<file path="src/rtl/pipe_stage_reg.sv">
// Pipeline stage register with one-entry skid buffer, bubble insertion and flush.
// Define PIPE_STAGE_STATS_EN to add the stall_cnt / nop_cnt statistics outputs.
module pipe_stage_reg #(
    parameter int unsigned     WIDTH     = 158,
    parameter logic [WIDTH-1:0] NOP_VALUE = '0,
    parameter logic [WIDTH-1:0] KEEP_MASK = '0
) (
    input  logic             CLK,
    input  logic             RST,
    input  logic             in_valid,
    output logic             in_ready,
    input  logic [WIDTH-1:0] in_data,
    input  logic             ins_nop,
    input  logic             flush,
    output logic             out_valid,
    input  logic             out_ready,
    output logic [WIDTH-1:0] out_data,
    output logic [1:0]       dbg_state
`ifdef PIPE_STAGE_STATS_EN
    ,
    output logic [31:0]      stall_cnt,
    output logic [31:0]      nop_cnt
`endif
);

    // Handshake: a beat moves on a port in any cycle where that port's valid and
    // ready are both high at the rising edge; valid never depends on ready, and
    // in_ready depends only on the held state (and RST), never on out_ready.

    typedef enum logic [1:0] {
        EMPTY = 2'd0,
        BUSY  = 2'd1,
        FULL  = 2'd2
    } state_t;

    state_t           state_q;
    state_t           state_d;
    logic [WIDTH-1:0] main_q;
    logic [WIDTH-1:0] skid_q;
    logic [WIDTH-1:0] beat;
    logic             up_xfer;
    logic             dn_xfer;
    logic             load_main;
    logic             load_skid;
    logic             main_from_skid;

    assign in_ready  = !RST && (state_q != FULL);
    assign out_valid = (state_q != EMPTY);
    assign out_data  = main_q;
    assign dbg_state = state_q;

    assign up_xfer = in_valid && in_ready;
    assign dn_xfer = out_valid && out_ready;

    // Bubbles keep the masked fields (e.g. a PC+4 field) from the incoming beat.
    assign beat = ins_nop ? ((in_data & KEEP_MASK) | (NOP_VALUE & ~KEEP_MASK)) : in_data;

    always_comb begin
        state_d        = state_q;
        load_main      = 1'b0;
        load_skid      = 1'b0;
        main_from_skid = 1'b0;
        case (state_q)
            EMPTY: begin
                if (up_xfer) begin
                    state_d   = BUSY;
                    load_main = 1'b1;
                end
            end
            BUSY: begin
                if (up_xfer && dn_xfer) begin
                    load_main = 1'b1;
                end else if (up_xfer) begin
                    state_d   = FULL;
                    load_skid = 1'b1;
                end else if (dn_xfer) begin
                    state_d = EMPTY;
                end
            end
            FULL: begin
                if (dn_xfer) begin
                    state_d        = BUSY;
                    main_from_skid = 1'b1;
                end
            end
            default: state_d = EMPTY;
        endcase
        // Flush drops everything held and any same-cycle beat; payloads stay put.
        if (flush) begin
            state_d        = EMPTY;
            load_main      = 1'b0;
            load_skid      = 1'b0;
            main_from_skid = 1'b0;
        end
    end

    always_ff @(posedge CLK) begin
        if (RST) begin
            state_q <= EMPTY;
            main_q  <= '0;
            skid_q  <= '0;
        end else begin
            state_q <= state_d;
            if (load_main) begin
                main_q <= beat;
            end else if (main_from_skid) begin
                main_q <= skid_q;
            end
            if (load_skid) begin
                skid_q <= beat;
            end
        end
    end

`ifdef PIPE_STAGE_STATS_EN
    always_ff @(posedge CLK) begin
        if (RST) begin
            stall_cnt <= '0;
            nop_cnt   <= '0;
        end else begin
            if (out_valid && !out_ready && (stall_cnt != 32'hFFFF_FFFF)) begin
                stall_cnt <= stall_cnt + 32'd1;
            end
            if (up_xfer && ins_nop && (nop_cnt != 32'hFFFF_FFFF)) begin
                nop_cnt <= nop_cnt + 32'd1;
            end
        end
    end
`endif

endmodule
</file>
<file path="config.mk">
export PLATFORM = sky130hd
export DESIGN_NAME = pipe_stage_reg
export DESIGN_NICKNAME = d
export VERILOG_FILES = /design/src/rtl/pipe_stage_reg.sv
export SDC_FILE = /design/constraint.sdc
export NUM_CORES = 1
export LEC_CHECK = 0
export CAP_MARGIN = 20
export CORE_MARGIN = 3
export CORE_UTILIZATION = 40
export DETAILED_ROUTE_END_ITERATION = 10
export PLACE_DENSITY_LB_ADDON = 0.15
export SYNTH_ARGS = -nofsm -noshare
export SYNTH_HDL_FRONTEND = slang
export SYNTH_SLANG_ARGS = --single-unit
</file>
<file path="constraint.sdc">
create_clock -name CLK -period 4.58 [get_ports CLK]
set_clock_uncertainty 0.15 [all_clocks]
set_input_delay 1.374 -clock CLK [delete_from_list [all_inputs] [get_ports CLK]]
set_output_delay 1.374 -clock CLK [all_outputs]
set_load 0.01 [all_outputs]
</file>
==> metrics.log <==
INFO  metric status = complete, no violations
INFO  metric worst-path-max-fanout = 50
INFO  metric worst_skew_pair.late_latency = 0.50 ns
INFO  metric clk_root_buffer_cell = sky130_fd_sc_hd__clkbuf_16
INFO  metric floorplan.die.height = between 150 and 200 µm
INFO  metric capture_endpoint_of_the_worst_hold_path = skid_q[7]$_SDFFE_PP0P_
INFO  metric regArea = ~6400 µm²
INFO  metric io_buffer_count = around 330
INFO  metric post_synth_main_area_contributors = sky130_fd_sc_hd__dfxtp_1 43%, sky130_fd_sc_hd__a311oi_1 9.4%, sky130_fd_sc_hd__nand2_1 8.1%
INFO  metric global_route.usage.total = around 23%
INFO  metric cts-root-to-sink-buffers = 3
INFO  metric period_needed = roughly 3.8 ns
INFO  metric largest_net_degree_at_the_start_of_global_routing = 159
INFO  metric yosys.area.top_type_share = roughly 43%
INFO  metric synth.yosys.warnings = 0
INFO  metric reg2reg_slack = 2.15 ns
INFO  metric grt_overflow = 0
INFO  metric multiInputGateArea = around 7300 µm²
INFO  metric cts_tree = built
INFO  metric synth_top_area_cell = sky130_fd_sc_hd__dfxtp_1
INFO  metric vias_per_cell = around 5.7
INFO  metric worst-endpoint-required = between 3 and 4 ns
INFO  metric syn_to_final_growth = 30.3%
INFO  metric antenna_left = 0
INFO  metric max_clock_freq = 265 MHz
INFO  metric cell_area_after_technology_mapping = between 10000 and 15000 µm²
INFO  metric tritoncts_num_sinks = 318
INFO  metric critPathKind = input port to output pin
INFO  metric starting_density = 40.9%
INFO  metric power_density = 344 nW/µm²
INFO  metric route.detailed.wl_per_inst = 19.1 µm
INFO  metric worstReg2RegStart = dbg_state[1]$_SDFFE_PP0P_
INFO  metric clk_transition_reported_paths = 0.05 ns
INFO  metric gp_congestion = approximately 0.78
INFO  metric iter_0_drt_violations = between 1000 and 1500
INFO  metric post_synth.cell_area_avg = between 8 and 9 µm²
INFO  metric fp-row-count = 69
INFO  metric maxCapViolations = 0
INFO  metric vias = 14195
INFO  metric num-fill-cells = approximately 3300
INFO  metric dp.final_hpwl = roughly 27 mm
INFO  metric end_kind = output pin
INFO  metric async_flop_share = 0%
INFO  metric totalNegativeSetupSlack = 0 ns
INFO  metric highest_count_cells_in_the_layout_ignoring_fill_and_taps = 323 x sky130_fd_sc_hd__clkdlybuf4s50_1, 318 x sky130_fd_sc_hd__dfxtp_1, 317 x sky130_fd_sc_hd__nand2_1, 160 x sky130_fd_sc_hd__nor2b_1, 160 x sky130_fd_sc_hd__a21oi_1
INFO  metric synth-edff-count = 0
INFO  metric tightestPinTransition = approximately 0.86 ns
INFO  metric ir_drop_worst_vdd = roughly 230 µV
INFO  metric cp-start-kind = input port
INFO  metric worstHoldStart = skid_q[7]$_SDFFE_PP0P_
INFO  metric arrival = 2.24 ns
INFO  metric cts_post_setup_buffers_inserted = 0
INFO  metric final_layout_size_suffix_gt1_share = under 10%
INFO  metric slew_viol_final = 0
INFO  metric yosysSeqAreaShare = between 40% and 50%
INFO  metric die-width = between 150 and 200 µm
INFO  metric r2r_path_end = out_data[131]$_SDFFE_PP0P_
INFO  metric remaining_design_rule_violation_count = 0
INFO  metric die_area = between 30000 and 40000 µm²
INFO  metric holdBufCountCts = 0
INFO  metric fin_nets = approximately 2200
INFO  metric number_of_global_route_vias_before_repair = 13877
INFO  metric p_leak = around 6 nW
INFO  metric grt_first_pass_wirelength = roughly 75 mm
INFO  metric timing.hold.worst.class = flop to flop
INFO  metric ys_ff_latch = 318
INFO  metric antenna_found_initial = 3
INFO  metric postCtsResizedCells = 0
INFO  metric tritoncts.num_buffers = 37
INFO  metric drt_pre_antenna_iters = 5
INFO  metric routed_wirelength = around 47 mm
INFO  metric core_area = about 36000 µm²
INFO  metric layout.cells.most_common = sky130_fd_sc_hd__clkdlybuf4s50_1
INFO  metric io-pin-count = approximately 330
INFO  metric synthesis.nets = between 1500 and 2000
INFO  metric worst-r2r-cell-count = 4
INFO  metric h_tree_depth_reported_by_cts = 2
INFO  metric share_of_the_clock_period_used_by_the_worst_path_after_layout = between 80 and 90%
INFO  metric max_slew_margin = 42.7%
INFO  metric p_total = approximately 0.0066 W
INFO  metric finalHoldViolCount = 0
INFO  metric postSynth.topFlopCell = sky130_fd_sc_hd__dfxtp_1
INFO  metric hold-path-cell-count = 2
INFO  metric netlist-cell-type-count = 26
INFO  metric grt_setup_unrepaired = false
INFO  metric netlist_instances = about 1800
INFO  metric final_report_setup_violation_count = 0
[sequential cells by signal, indices dropped and copies added (netlist names)]
signal,count
out_data,158
skid_q,158
dbg_state,2
[synthesized netlist by cell type (all sizes together) (3+ instances only)]
cell type / instances
a21oi: 160
a311oi: 158
buf: 91
clkbuf: 120
dfxtp: 318
nand2: 318
nand3: 158
nor2: 3
nor2b: 161
nor3: 158
o21ai: 158
[logic make-up after synthesis]
family	Yosys count	share of synthesized area, %
compound gates	477	20.3
simple gates	806	29.3
mux	1	0.0682
buf+inv	211	6.94
flops	318	43.3
[power breakdown]
part / switching (W) / internal (W) / total [W]
combinational: 0.000398 / 0.000371 / 0.000768
sequential: 0.0000498 / 0.00284 / 0.00289
clock: 0.00113 / 0.00179 / 0.00292
[layer usage]
metal  wire [µm]  track usage (%)
met4        1260             7.89
met2       21600             37.1
met5          24                0
met3        3060             3.45
met1       21300             31.9
[final cells by class]
type	count	area share [%]
diodes	1	0.0131
clock buffers	47	5.14
clock inverters	11	0.941
multi-input cells	1284	38.4
flip-flops and latches	318	33.3
well taps	461	3.01
repair buffers	354	19.3
[critical path, cell delays in order]
cell and delay, ns:
sky130_fd_sc_hd__buf_8 0.18, sky130_fd_sc_hd__nor2_1 0.14, sky130_fd_sc_hd__clkdlybuf4s50_1 0.55
[metrics by stage]
| stage | cell area (µm²) | hold slack, ns | utilization, % | cells | worst slack, ns |
|---|---|---|---|---|---|
| after floorplan | 14700 | 0.304 | - | 1813 | 0.869 |
| after global placement | 18000 | 0.310 | 50.1 | 2417 | 0.802 |
| after detailed placement | 18000 | 0.317 | 50.1 | 2417 | 0.796 |
| after CTS | 19100 | 0.324 | 53.3 | 2475 | 0.795 |
| after global routing | 19100 | 0.342 | 53.3 | 2476 | 0.770 |
| final | 19100 | 0.323 | 53.3 | 2476 | 0.812 |
[worst max-delay path by stage]
stage,start,endpoint,slack (ns),cells past startpoint
floorplan,RST,in_ready,0.87,4
global placement,RST,in_ready,0.80,3
detailed placement,RST,in_ready,0.80,3
CTS,RST,in_ready,0.79,3
global route,RST,in_ready,0.77,3
finish,RST,in_ready,0.81,3
(Power assumes the default switching activity.)
